### config.mk
export PLATFORM = sky130hd
export DESIGN_NAME = game_score_ctrl
export DESIGN_NICKNAME = d
export VERILOG_FILES = /design/src/rtl/game_score_ctrl.sv
export SDC_FILE = /design/constraint.sdc
export NUM_CORES = 1
export LEC_CHECK = 0
export CAP_MARGIN = 30
export CORE_MARGIN = 5
export CORE_UTILIZATION = 46
export CTS_BUF_LIST = sky130_fd_sc_hd__clkbuf_4
export CTS_CLUSTER_SIZE = 14
export DETAILED_ROUTE_END_ITERATION = 10
export PLACE_DENSITY = 0.68
export SKIP_LAST_GASP = 1
export SLEW_MARGIN = 10
export SYNTH_ARGS = -nofsm -noshare
export SYNTH_HDL_FRONTEND = slang
export SYNTH_SLANG_ARGS = --single-unit
### constraint.sdc
create_clock -name clk -period 5.1 [get_ports clk]
set_input_delay 0.51 -clock clk [delete_from_list [all_inputs] [get_ports clk]]
set_output_delay 0.51 -clock clk [all_outputs]
set_load 0.02 [all_outputs]
### src/rtl/game_score_ctrl.sv
// Game-level controller: turns the running score_pos/score_neg counters into a
// saturating signed net score, runs the countdown timer and IDLE/PLAY/OVER
// state machine, and scans a 4-digit active-low 7-segment display.
module game_score_ctrl #(
  parameter int TICK_DIV     = 25_000_000,
  parameter int GAME_SECONDS = 60,
  parameter int SCAN_BITS    = 16
) (
  input  logic       clk,
  input  logic       rst,
  input  logic       start,
  input  logic [5:0] score_pos,
  input  logic [5:0] score_neg,
  output logic [1:0] game_state,
  output logic       play,
  output logic [9:0] net_score,
  output logic [6:0] time_left,
  output logic       score_neg_led,
  output logic [3:0] an,
  output logic [6:0] seg
);

  typedef enum logic [1:0] {
    IDLE = 2'd0,
    PLAY = 2'd1,
    OVER = 2'd2
  } state_t;

  localparam int TICK_W = (TICK_DIV > 1) ? $clog2(TICK_DIV) : 1;
  localparam logic [TICK_W-1:0] TICK_LAST = TICK_W'(TICK_DIV - 1);
  localparam logic [6:0]        TIME_LOAD = 7'(GAME_SECONDS);

  state_t                state_q, state_d;
  logic                  start_q;
  logic [5:0]            prev_pos_q, prev_neg_q;
  logic [TICK_W-1:0]     tick_q, tick_d;
  logic [SCAN_BITS-1:0]  scan_q, scan_d;
  logic signed [9:0]     net_q, net_d;
  logic [6:0]            time_q, time_d;
  logic [3:0]            an_q, an_d;
  logic [6:0]            seg_q, seg_d;
  logic                  led_q, led_d;
  logic                  play_q, play_d;

  logic                  rise;
  logic [5:0]            dp, dn;
  logic signed [11:0]    sum;
  logic [1:0]            sel;
  logic [6:0]            mag;
  logic [3:0]            digit;

  // Clamp a 12-bit intermediate score into the 10-bit signed range.
  function automatic logic signed [9:0] sat10(input logic signed [11:0] v);
    if (v > 12'sd511)       return 10'sd511;
    else if (v < -12'sd512) return -10'sd512;
    else                    return $signed(v[9:0]);
  endfunction

  // Magnitude of the score limited to two decimal digits; -512 widened first.
  function automatic logic [6:0] mag99(input logic signed [9:0] v);
    logic signed [10:0] w;
    logic [10:0]        a;
    w = $signed({v[9], v});
    a = (w < 0) ? 11'(-w) : 11'(w);
    return (a > 11'd99) ? 7'd99 : a[6:0];
  endfunction

  // Active-low segment pattern {g,f,e,d,c,b,a} for one decimal digit.
  function automatic logic [6:0] seg7(input logic [3:0] d);
    case (d)
      4'd0:    return 7'h40;
      4'd1:    return 7'h79;
      4'd2:    return 7'h24;
      4'd3:    return 7'h30;
      4'd4:    return 7'h19;
      4'd5:    return 7'h12;
      4'd6:    return 7'h02;
      4'd7:    return 7'h78;
      4'd8:    return 7'h00;
      4'd9:    return 7'h10;
      default: return 7'h7F;
    endcase
  endfunction

  // Next-state logic: deltas, score accumulation, timer, FSM and display digit.
  always_comb begin
    rise   = start & ~start_q;
    dp     = score_pos - prev_pos_q;
    dn     = score_neg - prev_neg_q;
    sum    = $signed({{2{net_q[9]}}, net_q}) + $signed({6'b0, dp}) - $signed({6'b0, dn});

    state_d = state_q;
    net_d   = net_q;
    time_d  = time_q;
    tick_d  = tick_q;

    case (state_q)
      IDLE, OVER: begin
        if (state_q == OVER) tick_d = '0;
        if (rise) begin
          state_d = PLAY;
          net_d   = '0;
          time_d  = TIME_LOAD;
          tick_d  = '0;
        end
      end
      PLAY: begin
        net_d = sat10(sum);
        if (tick_q == TICK_LAST) begin
          tick_d = '0;
          time_d = time_q - 7'd1;
          if (time_q == 7'd1) state_d = OVER;
        end else begin
          tick_d = tick_q + 1'b1;
        end
      end
      default: state_d = IDLE;
    endcase

    play_d = (state_d == PLAY);
    led_d  = net_d[9];

    scan_d = scan_q + 1'b1;
    sel    = scan_q[SCAN_BITS-1 -: 2];
    mag    = mag99(net_q);
    case (sel)
      2'd3:    digit = 4'(time_q / 7'd10);
      2'd2:    digit = 4'(time_q % 7'd10);
      2'd1:    digit = 4'(mag / 7'd10);
      default: digit = 4'(mag % 7'd10);
    endcase
    an_d  = ~(4'b0001 << sel);
    seg_d = seg7(digit);
  end

  // State register for the FSM, score, timer, input history and display.
  always_ff @(posedge clk) begin
    if (!rst) begin
      state_q    <= IDLE;
      start_q    <= 1'b0;
      prev_pos_q <= score_pos;
      prev_neg_q <= score_neg;
      tick_q     <= '0;
      scan_q     <= '0;
      net_q      <= '0;
      time_q     <= TIME_LOAD;
      an_q       <= 4'b1111;
      seg_q      <= 7'h7F;
      led_q      <= 1'b0;
      play_q     <= 1'b0;
    end else begin
      state_q    <= state_d;
      start_q    <= start;
      prev_pos_q <= score_pos;
      prev_neg_q <= score_neg;
      tick_q     <= tick_d;
      scan_q     <= scan_d;
      net_q      <= net_d;
      time_q     <= time_d;
      an_q       <= an_d;
      seg_q      <= seg_d;
      led_q      <= led_d;
      play_q     <= play_d;
    end
  end

  assign game_state    = state_q;
  assign play          = play_q;
  assign net_score     = net_q;
  assign time_left     = time_q;
  assign score_neg_led = led_q;
  assign an            = an_q;
  assign seg           = seg_q;

endmodule

After elaboration in Yosys (flattened, before gate mapping)
Memory sizes are Yosys's and may differ from the RTL's. A register that Yosys moved wholly into a read port is not among the register bits.
Cells that the tools add are included.
{"block": "op_classes", "add_sub_neg": 8, "eq_ne": 11, "n_bitwise": 3, "mux": 18, "order_cmp": 4, "n_reduce_logical": 7, "n_shift": 1, "div_mod_pow": 4}
{"operator": "two-way mux 25 bit", "n": 3}
{"operator": "one-hot mux 25 bit (2 select lines)", "n": 1}
{"operator": "two-way mux 10 bit", "n": 3}
{"operator": "adder 25 x 1 -> 25 bit (second input constant)", "n": 1}
{"operator": "equality test 25 bit (second input constant)", "n": 1}
{"operator": "two-way mux 7 bit", "n": 3}
{"operator": "one-hot mux 10 bit (2 select lines)", "n": 1}
{"operator": "adder 16 x 1 -> 16 bit (second input constant)", "n": 1}
{"operator": "divider 7 x 4 -> 7 bit (second input constant)", "n": 2}
{"operator": "modulo 7 x 4 -> 7 bit (second input constant)", "n": 2}
{"operator": "one-hot mux 7 bit (2 select lines)", "n": 1}
{"operator": "greater-than comparator 12 x 10 -> 1 bit (second input constant)", "n": 1}
{"operator": "less-than comparator 12 x 10 -> 1 bit (second input constant)", "n": 1}
{"operator": "one-hot mux 4 bit (3 select lines)", "n": 1}
{"operator": "subtractor 11 x 7 -> 12 bit", "n": 1}
{"operator": "subtractor 6 bit", "n": 2}
{"operator": "adder 10 x 7 -> 11 bit", "n": 1}
{"operator": "greater-than comparator 11 x 7 -> 1 bit (second input constant)", "n": 1}
{"operator": "two-way mux 11 bit", "n": 1}
{"operator": "negator 10 -> 11 bit", "n": 1}
{"operator": "less-than comparator 10 x 1 -> 1 bit (second input constant)", "n": 1}
{"operator": "equality test 7 x 1 -> 1 bit (second input constant)", "n": 1}
{"operator": "subtractor 7 x 1 -> 7 bit (second input constant)", "n": 1}
{"operator": "equality test 2 x 1 -> 1 bit (second input constant)", "n": 3}
{"operator": "15 further kinds", "n": 21}
{"block": "totals", "reg_bits": 78, "word_cells": 68, "out_inout_bits": 32, "in_bits": 15, "memories": 1, "romBits": 112}
{"name": "(name not given)", "words": 16, "width": 7, "rd": 1, "rd_ports_with_merged_regs": 1, "wr": 0, "line_no": "70", "text": "case (d)"}

Depth between registers and ports, before layout
{"block": "logic_depth", "ltp_word": 7, "depth_mapped": 23, "ltp_nobuf": 20}

Least setup slack after synthesis
No wires, ideal clock.
{"block": "synth_path", "path_type": "flip-flop to flip-flop", "startpoint": "reg net_q[9], in the netlist net_score[9]", "endpoint": "reg seg_q[3], in the netlist seg[3]", "setup_ps": 135, "stages_incl_launch_ff": 22, "arrival_time_ps": 4633, "synth_period_minus_slack_ps": 4768, "n_path_buf": 2, "required_ps": 4965, "path_slack_ps": 332, "path_cell_list": "dfxtp_1 clkbuf_1 inv_1 ha_1 nand2b_1 o311ai_4 nand4_2 a211oi_1 a31oi_2 and2_1 buf_6 a21oi_1 nor2_1 a221oi_1 ha_1 a2bb2oi_1 o22ai_1 o21a_1 o31a_4 ha_1 nor3_1 o31ai_2"}
{"block": "synth_between", "elab_chain_cells": 6, "elab_cells_between_ends": 8}
{"element": "start: declaration", "line_no": "38", "text": "logic signed [9:0] net_q, net_d;"}
{"element": "start signal: assignment", "line_no": "158", "text": "net_q <= net_d;"}
{"element": "negator 10 -> 11 bit or less-than comparator 10 x 1 -> 1 bit (tied branches)", "line_no": "64", "text": "a = (w < 0) ? 11'(-w) : 11'(w);"}
{"element": "two-way mux 11 bit (*)", "line_no": "64"}
{"element": "greater-than comparator 11 x 7 -> 1 bit", "line_no": "65", "text": "return (a > 11'd99) ? 7'd99 : a[6:0];"}
{"element": "two-way mux 7 bit (*)", "line_no": "65"}
{"element": "modulo 7 x 4 -> 7 bit or divider 7 x 4 -> 7 bit (tied branches)", "line_no": "130, 129"}
{"element": "one-hot mux 4 bit (3 select lines) (*)", "line_no": "126", "text": "case (sel)"}
{"element": "end: declaration", "line_no": "41", "text": "logic [6:0] seg_q, seg_d;"}
Every way passes the cells marked *; elsewhere a longest branch is shown, timed or not.
A chain may end at the register's enable or synchronous reset.

Final worst setup path
{"block": "layout_path", "startpoint": "reg net_q[0], in the netlist net_score[0]", "endpoint": "reg seg_q[3], in the netlist seg[3]"}
The elaborated chain is that of the path after synthesis.

==> impl_metrics.env <==
export IMPL_grt_overflow_total=0
export IMPL_power_density_nw_per_um2=709
export IMPL_drv_slew=0
export IMPL_cts_buffers=9
export IMPL_min_period_ps=4740
export IMPL_synthDistinctLibCells=86
export IMPL_insertion_delay_ps=450
export IMPL_crit_fanout=7
export IMPL_ir_drop_v=0.000334
export IMPL_fin_skew_ps=19.9
export IMPL_syn_nets=763
export IMPL_grt_pass1_wl_mm=22.8
export IMPL_synth_simple_area_share=0.236
export IMPL_crit_type="flip-flop to flip-flop"
export IMPL_cts_tree="built"
export IMPL_path_clk_slew_ps=130
export IMPL_r2r_start="net_score[0]"
export IMPL_post_cts_setup_buffer_count=0
export IMPL_wl_per_cell_um=14.8
export IMPL_synth_xor_area_frac=0.0838
export IMPL_postSynthAreaPerCell_um2=8.32
export IMPL_fin_nets=801
export IMPL_reg2reg_slack_ps=360
export IMPL_area_delta_synth_final_pct=14.1
export IMPL_die_width_um=123
export IMPL_drc=0
export IMPL_cp_data_required_time_ps=5430
export IMPL_comb_power_share=0.723
export IMPL_worst_pin_slew_ps=779
export IMPL_pwr_share_seq=0.177
export IMPL_synth_fa_ha_area_frac=0.106
export IMPL_cp_common_cell="ha_1"
export IMPL_mostFrequentLayoutCell="dfxtp_1"
export IMPL_synthCells=703
export IMPL_cts_buffer_depth=2
export IMPL_synth_seq_cells=85
export IMPL_hp_start="scan_q[0]"
export IMPL_grt_usage=0.187
export IMPL_antenna_found_initial=1
export IMPL_ctsHtreeMaxLevel=3
export IMPL_ant_nets=0
export IMPL_reg2reg_depth=18
export IMPL_crit_chain="inv_1, ha_1, or3b_4, o311ai_4, and4_4, o211ai_4, o31ai_4, nand2b_1, mux2i_1, a221oi_2, ha_1, a2bb2oi_1, o22ai_1, o21a_1, o31a_4, ha_1, nor3_1, o31ai_2"
export IMPL_switching_share=0.470
export IMPL_first_iter_violations=403
export IMPL_worst_setup_path_start_kind="flip-flop"
export IMPL_relSlewSlack=0.479
export IMPL_switchingPower_mw=2.22
export IMPL_async_reset_ff_frac=0
export IMPL_grt_pass1_vias=4843
export IMPL_period_share=0.930
export IMPL_cp_end_kind="flip-flop"
export IMPL_cts_sink_count=85
export IMPL_synth_compound_area_share=0.214
export IMPL_dieHeight_um=123
export IMPL_internal_power_mw=2.51
export IMPL_ios=47
export IMPL_p_clk_frac=0.100
export IMPL_rsz0062_at_grt="false"
export IMPL_ys_flop_type="dfxtp_1"
export IMPL_coreArea_um2=12600
export IMPL_holdPathEnd="scan_q[0]"
export IMPL_synth_edf_count=0
export IMPL_ys_seq_area_frac=0.291
export IMPL_drv_cap=0
export IMPL_gp_congestion=0.904
export IMPL_synth_top_family_by_area="simple AND/OR/NAND/NOR gates"
export IMPL_slowest_stage="or3b_4"
export IMPL_power_leakage_nw=2.53
export IMPL_clock_fmax_mhz=211
export IMPL_hold_buffers=0
export IMPL_hold_viol=0
export IMPL_grt_max_degree=58
export IMPL_finalWirelength_mm=13.6
export IMPL_yosysWarnings=0
export IMPL_drive_above_1_share=0.0846
export IMPL_first_pass_iters=5
export IMPL_worstPathArrival_ps=5070
export IMPL_via_per_inst=5.59
export IMPL_setup_viol=0
export IMPL_cts_root_buffer="clkbuf_4"
export IMPL_fin_setup_tns_ps=0
export IMPL_synth_area_mux_share=0.0103
export IMPL_holdCritPathClass="flip-flop to flip-flop"
export IMPL_port_buffer_count=46
export IMPL_initial_core_util=0.466
export IMPL_vias=5131
export IMPL_rr_endpoint="seg[3]"
export IMPL_rows=41
export IMPL_post_dp_hpwl_mm=10.3
export IMPL_die_area_um2=15100
export IMPL_status="finished, final reports clean"
export IMPL_max_stage_delay_ps=450
export IMPL_worstHoldPathCells=1
export IMPL_post_cts_resized=0
export IMPL_final_cell_mix="dfxtp_1, nand2_1, nor2_1"
export IMPL_netlist_area_um2=5850
export IMPL_total_power_mw=4.73
[cell type report]
cell class / instances / area (um2)
well taps: 172 / 215
inverters: 40 / 150
diodes: 1 / 2.50
fillers: 1165 / 5890
repair buffers: 63 / 588
multi-input cells: 542 / 3850
clock inverters: 6 / 103
clock buffers: 9 / 67.6
flip-flops and latches: 85 / 1700
[worst max-delay path: cells and delay by family (launching register included)]
kind,cells,cell delay (ps)
flip-flops,1,330
AO/OA/AOI/OAI,9,2010
buffers and inverters,1,90
AND/OR/NAND/NOR,4,1160
multiplexers,1,160
adder cells (fa/ha/maj),3,870
[cells in the mapped netlist, types with 5 or more instances]
| library cell | n | area share |
|---|---|---|
| a22oi_1 | 10 | 0.013 |
| o21bai_1 | 7 | 0.0090 |
| nor2b_1 | 15 | 0.016 |
| nand2b_1 | 8 | 0.0086 |
| o21ai_0 | 33 | 0.028 |
| clkbuf_1 | 24 | 0.015 |
| ha_1 | 37 | 0.079 |
| nand2_1 | 61 | 0.039 |
| nand4_1 | 11 | 0.012 |
| xor2_1 | 20 | 0.030 |
| and2_1 | 21 | 0.022 |
| a21oi_1 | 31 | 0.027 |
| o31ai_1 | 5 | 0.0064 |
| o211ai_1 | 7 | 0.0090 |
| inv_1 | 40 | 0.026 |
| nor3_1 | 24 | 0.021 |
| a31oi_1 | 5 | 0.0053 |
| dfxtp_1 | 85 | 0.29 |
| a21o_1 | 7 | 0.0090 |
| o22ai_1 | 5 | 0.0053 |
| o21ai_1 | 5 | 0.0043 |
| xnor2_1 | 36 | 0.054 |
| fa_1 | 8 | 0.027 |
| nand3_1 | 27 | 0.023 |
| nor4_1 | 5 | 0.0053 |
| and3_1 | 9 | 0.0096 |
| o21a_1 | 5 | 0.0064 |
| buf_6 | 6 | 0.012 |
| mux2i_1 | 6 | 0.010 |
| nor2_1 | 48 | 0.031 |
| a21boi_0 | 13 | 0.017 |
[power groups by stage]
stage | Sequential (mW) | Combinational [mW] | Clock [mW]
2_1_floorplan | 0.886 | 2.63 | 0
3_3_place_gp | 0.849 | 3.23 | 0
3_5_place_dp | 0.854 | 3.29 | 0
4_1_cts | 0.838 | 3.32 | 0.485
5_1_grt | 0.854 | 3.78 | 0.512
6_report | 0.839 | 3.42 | 0.472
[metrics by stage]
stage	worst slack, ps	util	instance area (um2)	hold slack (ps)	cells
after floorplan	332	-	5850	413	703
after global placement	190	0.514	6460	424	902
after detailed placement	18.3	0.514	6460	437	902
after CTS	167	0.528	6630	457	917
after global routing	44.0	0.531	6680	474	918
final	357	0.531	6680	454	918
[how the worst max path moves through the flow]
| stage | from | endpoint | slack (ps) | depth (start not counted) |
|---|---|---|---|---|
| 2_1_floorplan | net_score[9] | seg[3] | 330 | 21 |
| 3_3_place_gp | score_neg[0] | net_score[3] | 190 | 20 |
| 3_5_place_dp | score_neg[0] | net_score[3] | 20 | 20 |
| 4_1_cts | net_score[0] | seg[3] | 170 | 18 |
| 5_1_grt | net_score[0] | seg[6] | 40 | 20 |
| 6_report | net_score[0] | seg[3] | 360 | 18 |
[logic make-up (layout without fill, tap and decap cells)]
group           count (synthesis)  after routing
xor+xnor                       56             56
other cells                     0              1
fa+ha+maj                      45             45
compound gates                173            173
simple gates                  262            262
mux                             6              6
buf+inv                        76            118
flops                          85             85
[registers in the layout, summed over array words and instances (netlist names)]
name        flops
net_score      10
scan_q         16
start_q         1
tick_q         25
time_left       7
prev_pos_q      6
an              4
prev_neg_q      6
seg             7
game_state      2
play            1
[per-layer routing]
layer / global-route usage / share of wire
met3: 0.0309 / 0.041
met5: 0 / 0
met4: 0.0728 / 0.018
met2: 0.304 / 0.48
met1: 0.247 / 0.46
Power figures use the tool's default switching activity.
